$ cat config.mk
export PLATFORM = sky130hd
export DESIGN_NAME = gpio_in_conditioner_flat
export DESIGN_NICKNAME = d
export VERILOG_FILES = /design/src/rtl/gpio_cond_pkg.sv /design/src/rtl/gpio_in_conditioner_if.sv /design/src/rtl/gpio_in_conditioner_bit.sv /design/src/rtl/gpio_in_conditioner.sv /design/src/flat_wrapper.sv
export SDC_FILE = /design/constraint.sdc
export NUM_CORES = 1
export LEC_CHECK = 0
export CAP_MARGIN = 20
export CORE_UTILIZATION = 30
export CTS_CLUSTER_SIZE = 28
export DETAILED_ROUTE_END_ITERATION = 12
export PLACE_DENSITY = 0.48
export SYNTH_ARGS = -nofsm -noshare
export SYNTH_HDL_FRONTEND = slang
export SYNTH_SLANG_ARGS = --single-unit
$ cat constraint.sdc
create_clock -name PCLK -period 2.1 [get_ports PCLK]
set_input_delay 0.42 -clock PCLK [delete_from_list [all_inputs] [get_ports PCLK]]
set_output_delay 0.42 -clock PCLK [all_outputs]
set_load 0.05 [all_outputs]
$ cat src/rtl/gpio_cond_pkg.sv
// gpio_cond_pkg: shared state type, synchroniser depth limits and counter width helper
package gpio_cond_pkg;
  typedef enum logic {ST_STABLE, ST_COUNT} state_t;
  localparam int SYNC_MIN = 2;
  localparam int SYNC_MAX = 4;
  function automatic int cnt_w(input int n);
    return (n <= 2) ? 1 : $clog2(n);
  endfunction
endpackage

$ cat src/rtl/gpio_in_conditioner_if.sv
// gpio_in_conditioner_if: raw pad inputs, debounce qualifier and conditioned outputs
interface gpio_in_conditioner_if #(parameter int IO_NUM = 4);
  logic [IO_NUM-1:0] PAD_IN;
  logic TICK;
  logic [IO_NUM-1:0] GPIO_IN_CLEAN;
  logic [IO_NUM-1:0] CHANGING;
  logic [IO_NUM-1:0] RISE_PULSE;
  logic [IO_NUM-1:0] FALL_PULSE;
  modport master (output PAD_IN, TICK, input GPIO_IN_CLEAN, CHANGING, RISE_PULSE, FALL_PULSE);
  modport slave (input PAD_IN, TICK, output GPIO_IN_CLEAN, CHANGING, RISE_PULSE, FALL_PULSE);
endinterface

$ cat src/rtl/gpio_in_conditioner_bit.sv
// gpio_in_conditioner_bit: one bit's synchroniser, debounce FSM and edge pulses
// Pulse flops exist only when GPIO_IN_CONDITIONER_PULSE_EN is defined.
module gpio_in_conditioner_bit
  import gpio_cond_pkg::*;
#(
  parameter int SYNC_STAGES = 2,
  parameter int DEBOUNCE_CYCLES = 16,
  parameter logic RESET_VAL = 1'b0
) (
  input logic PCLK,
  input logic PRESETN,
  input logic pad,
  input logic tick,
  output logic clean,
  output logic changing,
  output logic rise,
  output logic fall
);
  localparam int CW = cnt_w(DEBOUNCE_CYCLES);
  localparam logic [CW-1:0] LAST = CW'(DEBOUNCE_CYCLES - 1);
  logic [SYNC_STAGES-1:0] sr;
  logic sync, diff, done, clean_nxt;
  state_t state, state_nxt;
  logic [CW-1:0] cnt, cnt_nxt;
  assign sync = sr[SYNC_STAGES-1];
  always_ff @(posedge PCLK or negedge PRESETN)
    if (!PRESETN) begin
      sr <= {SYNC_STAGES{RESET_VAL}};
      state <= ST_STABLE;
      cnt <= '0;
      clean <= RESET_VAL;
    end else begin
      sr <= {sr[SYNC_STAGES-2:0], pad};
      state <= state_nxt;
      cnt <= cnt_nxt;
      clean <= clean_nxt;
    end
  // A return to the clean level aborts the count regardless of tick.
  always_comb begin
    diff = sync != clean;
    done = tick && diff && cnt == LAST;
    state_nxt = (!diff || done) ? ST_STABLE : tick ? ST_COUNT : state;
    cnt_nxt = (!diff || done) ? '0 : tick ? cnt + CW'(1) : cnt;
    clean_nxt = done ? sync : clean;
  end
  always_comb changing = state == ST_COUNT;
`ifdef GPIO_IN_CONDITIONER_PULSE_EN
  always_ff @(posedge PCLK or negedge PRESETN)
    if (!PRESETN) begin
      rise <= 1'b0;
      fall <= 1'b0;
    end else begin
      rise <= done && sync;
      fall <= done && !sync;
    end
`else
  assign rise = 1'b0;
  assign fall = 1'b0;
`endif
endmodule

$ cat src/rtl/gpio_in_conditioner.sv
// gpio_in_conditioner: per-bit synchronise and debounce of pad inputs feeding GPIO_IN
// Rise/fall pulses are built only with GPIO_IN_CONDITIONER_PULSE_EN defined.
module gpio_in_conditioner
  import gpio_cond_pkg::*;
#(
  parameter int IO_NUM = 4,
  parameter int SYNC_STAGES = 2,
  parameter int DEBOUNCE_CYCLES = 16,
  parameter logic [IO_NUM-1:0] RESET_VAL = '0
) (
  input logic PCLK,
  input logic PRESETN,
  gpio_in_conditioner_if.slave bus
);
  logic [IO_NUM-1:0] clean, changing, rise, fall;
  if (SYNC_STAGES < SYNC_MIN || SYNC_STAGES > SYNC_MAX) begin : g_bad_sync
    $error("gpio_in_conditioner: SYNC_STAGES=%0d outside %0d..%0d", SYNC_STAGES, SYNC_MIN, SYNC_MAX);
  end
  if (DEBOUNCE_CYCLES < 1 || DEBOUNCE_CYCLES > 65535) begin : g_bad_deb
    $error("gpio_in_conditioner: DEBOUNCE_CYCLES=%0d outside 1..65535", DEBOUNCE_CYCLES);
  end
  for (genvar i = 0; i < IO_NUM; i++) begin : g_bit
    gpio_in_conditioner_bit #(
      .SYNC_STAGES(SYNC_STAGES),
      .DEBOUNCE_CYCLES(DEBOUNCE_CYCLES),
      .RESET_VAL(RESET_VAL[i])
    ) u_bit (
      .PCLK(PCLK),
      .PRESETN(PRESETN),
      .pad(bus.PAD_IN[i]),
      .tick(bus.TICK),
      .clean(clean[i]),
      .changing(changing[i]),
      .rise(rise[i]),
      .fall(fall[i])
    );
  end
  assign bus.GPIO_IN_CLEAN = clean;
  assign bus.CHANGING = changing;
  assign bus.RISE_PULSE = rise;
  assign bus.FALL_PULSE = fall;
endmodule

$ cat src/flat_wrapper.sv
// flat-port wrapper written by rule: the top's interface ports become plain ports
module gpio_in_conditioner_flat import gpio_cond_pkg::*;
#(
  parameter int IO_NUM = 4,
  parameter int SYNC_STAGES = 2,
  parameter int DEBOUNCE_CYCLES = 16,
  parameter logic [IO_NUM-1:0] RESET_VAL = '0
)
  (PCLK, PRESETN, bus_PAD_IN, bus_TICK, bus_GPIO_IN_CLEAN, bus_CHANGING, bus_RISE_PULSE, bus_FALL_PULSE);
  gpio_in_conditioner_if #(.IO_NUM(IO_NUM)) bus_i ();
  input logic PCLK;
  input logic PRESETN;
  input wire logic [$bits(bus_i.PAD_IN)-1:0] bus_PAD_IN;
  input wire logic [$bits(bus_i.TICK)-1:0] bus_TICK;
  output wire logic [$bits(bus_i.GPIO_IN_CLEAN)-1:0] bus_GPIO_IN_CLEAN;
  output wire logic [$bits(bus_i.CHANGING)-1:0] bus_CHANGING;
  output wire logic [$bits(bus_i.RISE_PULSE)-1:0] bus_RISE_PULSE;
  output wire logic [$bits(bus_i.FALL_PULSE)-1:0] bus_FALL_PULSE;
  assign bus_i.PAD_IN = bus_PAD_IN;
  assign bus_i.TICK = bus_TICK;
  assign bus_GPIO_IN_CLEAN = bus_i.GPIO_IN_CLEAN;
  assign bus_CHANGING = bus_i.CHANGING;
  assign bus_RISE_PULSE = bus_i.RISE_PULSE;
  assign bus_FALL_PULSE = bus_i.FALL_PULSE;
  gpio_in_conditioner #(.IO_NUM(IO_NUM), .SYNC_STAGES(SYNC_STAGES), .DEBOUNCE_CYCLES(DEBOUNCE_CYCLES), .RESET_VAL(RESET_VAL)) u_core (.PCLK(PCLK), .PRESETN(PRESETN), .bus(bus_i));
endmodule
==> flow_summary.ini, run 1 <==
[floorplanning]
rows = 24
initial_core_util = 0.3196
die_w_microns = 71.05
ios = 23
core_sq_mm = 0.004474
die-area_sq_mm = 0.005047
dieHeight_microns = 71.05

[drt]
drt-total-wl_mm = 2.095
avgRoutedWirePerCell_microns = 11.45
dr.pass1.iters = 10
drtIter0Drc = 28
ant_nets = 0
avgViaCountPerCell = 4.503
drc_errors = 2
num_vias = 824

[critical_path]
cp.buffers_inverters = 1
cp-start-kind = register
arrival_ps = 1510
max_stage_delay_ps = 820
cp_top_family = buffers and inverters
crit_slowest_cell = clkdlybuf4s50_1
cp.required_ps = 1680
crit_fanout = 4
reg2reg_depth = 3
reg2reg_to = u_core.g_bit[0].u_bit.cnt[3]$_DFFE_PN0P_
rrSetupSlack_ps = 740
rr_startpoint = u_core.g_bit[0].u_bit.clean$_DFFE_PN0P_
endpoint_kind = output port
crit_type = reg2out
cp_cell_sequence = clkdlybuf4s50_1

[layout]
drive_above_1_share = 0.1069
areaGrowthSynthToFinish_pct = 14.26
fillers = 440
final_nets = 141
utilization = 0.3652
diodes = 0

[min_path]
min_path_cells = 0
min_from = u_core.g_bit[3].u_bit.sr[0]$_DFF_PN0_
hold_end = u_core.g_bit[3].u_bit.sr[1]$_DFF_PN0_
hold_class = reg2reg

[timing]
skew_ps = 4.180
grt_setup_unrepaired = false
hold_viol = 0
tns_ps = 0
setup_violations = 0
relSlewSlack = 0.6673
slew_violations = 0
fin_crit_ps = 1926
clock.fmax_mhz = 519.3
tightest_slew_ps = 497.6
period_share = 0.9170

[clock_tree]
clock_path_buffers = 2
cts_sinks = 32
cts_max_level = 2
clockRootBuffer = clkbuf_8
clk-insertion-delay-late_ps = 270
cts_resized = 0
tritoncts = done
cts_buffers = 5
post_cts_buffers = 0
clk_pin_slew_worst_paths_ps = 60
ctsHoldBuffers = 0

[synthesis]
synth_area_leaders = dfrtp_1 (56%), buf_4 (8.9%), xnor2_1 (4.3%)
synth_warnings = 0
synth_top_area_cell = dfrtp_1
synthCells = 118
yosys_register_bits = 32
syn_area_per_cell_sq_um = 12.12
synth-async-reset-ratio = 1.000
synth.most_common_cell = dfrtp_1
synthTopCellsByCount = dfrtp_1 (32), buf_4 (17), nor2_1 (16)
syn_area_sq_mm = 0.001430
ys.flop_type = dfrtp_1
netlist.area_leader.share = 0.5599
synth-edff-count = 0
ys_seq_area_frac = 0.5599
yosysUniqueCellTypes = 22

[place]
io_buffers = 14
hpwl_mm = 1.503
gp_congestion = 0.7134

[global_routing]
grt_pass1_wl_mm = 4.002
grt-ovfl-total = 0
antenna_found_initial = 0
grt_pass1_vias = 908
grt_start_max_net_pins = 33
grt.total_usage = 0.1025

[pwr]
powerDensity_mw_per_mm2 = 783.8
ir_worst_vdd_mv = 0.4189
p_leak_nw = 0.7588

[status]
violations = DRC
status = finished with violations

[run]
max-cap-violations = 0
[cells in the final DEF (no fill, tap or decap), types with 2 or more instances in the layout]
cell,count
a21o_1,2
conb_1,8
dfrtp_1,32
a311oi_2,2
xor2_1,7
nand3_1,2
mux2i_1,2
nand2_1,4
a22o_1,3
ha_1,4
mux2_2,4
nand4_1,6
clkdlybuf4s50_1,14
clkbuf_1,2
nor2_1,16
mux2_1,2
buf_4,2
clkbuf_8,6
nand2b_1,2
xnor2_1,7
[sequential cells by signal (all words and copies together) (netlist names)]
signal and flops:
u_core.g_bit.u_bit.clean 4, u_core.g_bit.u_bit.sr 8, u_core.g_bit.u_bit.changing 4, u_core.g_bit.u_bit.cnt 16
[worst max path at each step]
stage                                                  from                                  endpoint  slack (ps)  cells after the start
floorplan                                          bus_TICK  u_core.g_bit[0].u_bit.cnt[3]$_DFFE_PN0P_         860                      4
global placement                                   bus_TICK   u_core.g_bit[2].u_bit.clean$_DFFE_PN0P_         360                      4
detailed placement                                 bus_TICK   u_core.g_bit[2].u_bit.clean$_DFFE_PN0P_         320                      4
CTS                 u_core.g_bit[0].u_bit.clean$_DFFE_PN0P_                      bus_GPIO_IN_CLEAN[0]         150                      1
global route        u_core.g_bit[0].u_bit.clean$_DFFE_PN0P_                      bus_GPIO_IN_CLEAN[0]         130                      1
finish              u_core.g_bit[0].u_bit.clean$_DFFE_PN0P_                      bus_GPIO_IN_CLEAN[0]         170                      1
[stage by stage]
step                setup slack, ps  cells  hold WS, ps  cell area (sq um)  power, mW
floorplan                     861.3    125        124.4               1456     0.7936
global placement              358.7    175        332.1               1544     0.8198
detailed placement            323.0    175        334.7               1544     0.8255
CTS                           149.0    183        348.9               1634      1.309
global route                  132.3    183        356.3               1634      1.350
finish                        174.3    183        346.6               1634      1.281
[routing by layer]
| metal | track usage | vias up | share of wire |
|---|---|---|---|
| li1 | - | 397 | - |
| met1 | 0.1264 | 405 | 0.49 |
| met2 | 0.1667 | 20 | 0.47 |
| met3 | 0.03419 | 2 | 0.039 |
| met4 | 0.04000 | 0 | 0.0057 |
| met5 | 0 | - | 0 |
[power by group]
part | switching [mW] | internal [mW]
Sequential | 0.0207 | 0.645
Clock | 0.202 | 0.267
Combinational | 0.0970 | 0.0493
[final cells by class]
class                      count  area [sq um]  area share
tap                           52         65.06     0.03982
inverter                       1         3.754    0.002297
sequential                    32         800.8      0.4900
timing repair buffer          16         155.1     0.09495
multi-input combinational     74         519.2      0.3178
clock buffer                   8         90.09     0.05513
[worst register-to-register path, stage by stage, from the launching register on]
cell and delay [ps]:
dfrtp_1 420, xnor2_1 360, a311oi_2 120, a311o_1 340
[logic make-up after synthesis]
kind of cell / share of synthesized area
AOI/OAI and AO/OA: 0.05687
buffers and inverters: 0.09536
DFF: 0.5599
muxes: 0.06124
adders and majority gates: 0.03500
and+or+nand+nor: 0.1032
xor gates and xnor gates: 0.08574
other: 0.002622
Power figures use the tool's default switching activity.
==> run 2: changes to the inputs <==
--- a/config.mk
+++ b/config.mk
@@ -7,9 +7,11 @@
 export LEC_CHECK = 0
 export CAP_MARGIN = 20
 export CORE_UTILIZATION = 30
+export CTS_BUF_LIST = sky130_fd_sc_hd__clkbuf_8 sky130_fd_sc_hd__clkbuf_16
 export CTS_CLUSTER_SIZE = 28
 export DETAILED_ROUTE_END_ITERATION = 12
 export PLACE_DENSITY = 0.48
+export SKIP_CTS_REPAIR_TIMING = 1
 export SYNTH_ARGS = -nofsm -noshare
 export SYNTH_HDL_FRONTEND = slang
 export SYNTH_SLANG_ARGS = --single-unit
==> run 2 against run 1 <==
Compared with the run above:
- critical path type unchanged
- cell area did not move
- register-to-register slack got worse by 20 ps
- clock skew barely moved
- the flow still finishes with violations (DRC)
- total power fell by 0.71%
- highest routed layer unchanged
- critical path depth did not move
- clock power fell by 2%
- wire length rose by 0.14%
- sequential power barely moved
- combinational power barely moved
- via count rose by 0.12%
- worst setup slack barely moved
==> flow_summary.ini, run 2 (synthesized netlist as in run 1, its figures left out) <==
[status]
status = finished with violations
violations = DRC

[global_routing]
met3_usage = 0.03419
grt.total_usage = 0.1025
grt-ovfl-total = 0
use_met1 = 0.1264
grt-busiest-layer = met2
grt_pass1_wl_mm = 4.002
grt_pass1_vias = 907
antenna_found_initial = 0
grt_start_max_net_pins = 33
use_met2 = 0.1667

[drt]
avgRoutedWirePerCell_microns = 11.46
drtIter0Drc = 28
drt-total-wl_mm = 2.098
drc_errors = 2
num_vias = 825
ant_nets = 0
dr.pass1.iters = 10
avgViaCountPerCell = 4.508

[critical_path]
crit_fanout = 4
cp-start-kind = register
reg2reg_to = u_core.g_bit[0].u_bit.cnt[3]$_DFFE_PN0P_
cp-endpoint = bus_GPIO_IN_CLEAN[0]
rr_startpoint = u_core.g_bit[0].u_bit.clean$_DFFE_PN0P_
setup.worst_path.start = u_core.g_bit[0].u_bit.clean$_DFFE_PN0P_
cp.depth = 1
rrSetupSlack_ps = 720
crit_slowest_cell = clkdlybuf4s50_1
endpoint_kind = output port
arrival_ps = 1510
cp.buffers_inverters = 1
cp_cell_sequence = clkdlybuf4s50_1
reg2reg_depth = 3
cp.required_ps = 1680
cp_top_family = buffers and inverters
crit_type = reg2out
max_stage_delay_ps = 820

[pwr]
p_sw_frac = 0.2523
clockPowerShare = 0.362
ir_worst_vdd_mv = 0.4199
powerDensity_mw_per_mm2 = 778.2
switchingPower_mw = 0.3208
p_int_mw = 0.9508
power_frac_comb = 0.115
seqPwrFrac = 0.523
p_leak_nw = 0.7671

[clock_tree]
clock_path_buffers = 2
tritoncts = done
clockRootBuffer = clkbuf_8
cts_sinks = 32
cts_max_level = 2
cts_buffers = 5
clk_pin_slew_worst_paths_ps = 60
clk-insertion-delay-late_ps = 270

[floorplanning]
rows = 24
die_w_microns = 71.05
dieHeight_microns = 71.05
ios = 23
initial_core_util = 0.3196
core_sq_mm = 0.004474
die-area_sq_mm = 0.005047

[layout]
final_nets = 141
fin_area_sq_mm = 0.001634
drive_above_1_share = 0.1069
largest_reg_flops = 16
top_regs = u_core.g_bit.u_bit.cnt: 16 flops, u_core.g_bit.u_bit.sr: 8 flops
diodes = 0
top_register = u_core.g_bit.u_bit.cnt
areaGrowthSynthToFinish_pct = 14.26
layout.cells.non_filler = 183
layout_commonest_cell = dfrtp_1
mostFrequentLayoutCells = dfrtp_1 (32), nor2_1 (16), clkdlybuf4s50_1 (14)

[run]
max-cap-violations = 0

[min_path]
min_path_cells = 0
hold_class = reg2reg

[timing]
skew_ps = 4.433
period_share = 0.9170
hold_slack_ps = 346.6
grt_setup_unrepaired = false
slew_violations = 0
hold_viol = 0
fin_crit_ps = 1926
relSlewSlack = 0.6673
tns_ps = 0
setup_violations = 0
tightest_slew_ps = 497.6
clock.fmax_mhz = 519.3

[place]
dp.cells = 175
io_buffers = 14
gp_congestion = 0.7134
postPlaceCellArea_sq_mm = 0.001544
hpwl_mm = 1.503
==> run 2: changes by cell type in the layout (fill, tap and decap cells not counted), sizes merged <==
cell / delta
clkbuf: -2
inv: +2
==> run 2: worst min-delay path by stage <==
stage | start | end
finish | u_core.g_bit[3].u_bit.sr[0]$_DFF_PN0_ | u_core.g_bit[3].u_bit.sr[1]$_DFF_PN0_
global route | u_core.g_bit[3].u_bit.sr[0]$_DFF_PN0_ | u_core.g_bit[3].u_bit.sr[1]$_DFF_PN0_
CTS | u_core.g_bit[3].u_bit.sr[0]$_DFF_PN0_ | u_core.g_bit[3].u_bit.sr[1]$_DFF_PN0_
detailed placement | u_core.g_bit[3].u_bit.sr[0]$_DFF_PN0_ | u_core.g_bit[3].u_bit.sr[1]$_DFF_PN0_
global placement | u_core.g_bit[2].u_bit.sr[0]$_DFF_PN0_ | u_core.g_bit[2].u_bit.sr[1]$_DFF_PN0_
floorplan | PRESETN | u_core.g_bit[0].u_bit.changing$_DFFE_PN0P_
==> run 2: metrics by stage <==
step,total power [mW],setup WS [ps],util
finish,1.272,174.3,0.3652
global route,1.341,132.3,0.3652
CTS,1.300,149.0,0.3652
detailed placement,0.8255,323.0,0.3451
global placement,0.8198,358.7,0.3451
floorplan,0.7936,861.3,-
==> run 2: cell type report <==
cell class / instances / area, sq um
Clock buffer: 6 / 82.58
Clock inverter: 2 / 7.507
Fill cell: 440 / 2840
Inverter: 1 / 3.754
Multi-Input combinational cell: 74 / 519.2
Sequential cell: 32 / 800.8
Tap cell: 52 / 65.06
Timing Repair Buffer: 16 / 155.1
==> run 2: power groups by stage <==
stage	Combinational, mW	Sequential, mW	Clock, mW
global route	0.161	0.669	0.511
finish	0.146	0.665	0.460
floorplan	0.122	0.671	0
global placement	0.144	0.675	0
CTS	0.149	0.665	0.485
detailed placement	0.149	0.677	0
==> run 2: per-layer routing <==
metal | routed length [microns] | share of wire
met1 | 1022 | 0.49
met2 | 978 | 0.47
met3 | 84 | 0.040
met4 | 12 | 0.0057
met5 | 0 | 0
==> run 3: changes to the inputs <==
--- a/config.mk
+++ b/config.mk
@@ -8,10 +8,9 @@
 export CAP_MARGIN = 20
 export CORE_UTILIZATION = 30
 export CTS_BUF_LIST = sky130_fd_sc_hd__clkbuf_8 sky130_fd_sc_hd__clkbuf_16
-export CTS_CLUSTER_SIZE = 28
+export CTS_CLUSTER_SIZE = 12
 export DETAILED_ROUTE_END_ITERATION = 12
 export PLACE_DENSITY = 0.48
-export SKIP_CTS_REPAIR_TIMING = 1
 export SYNTH_ARGS = -nofsm -noshare
 export SYNTH_HDL_FRONTEND = slang
 export SYNTH_SLANG_ARGS = --single-unit
==> results of run 3 <==
The final DEF is identical to that of run 2; final timing and power are the same.
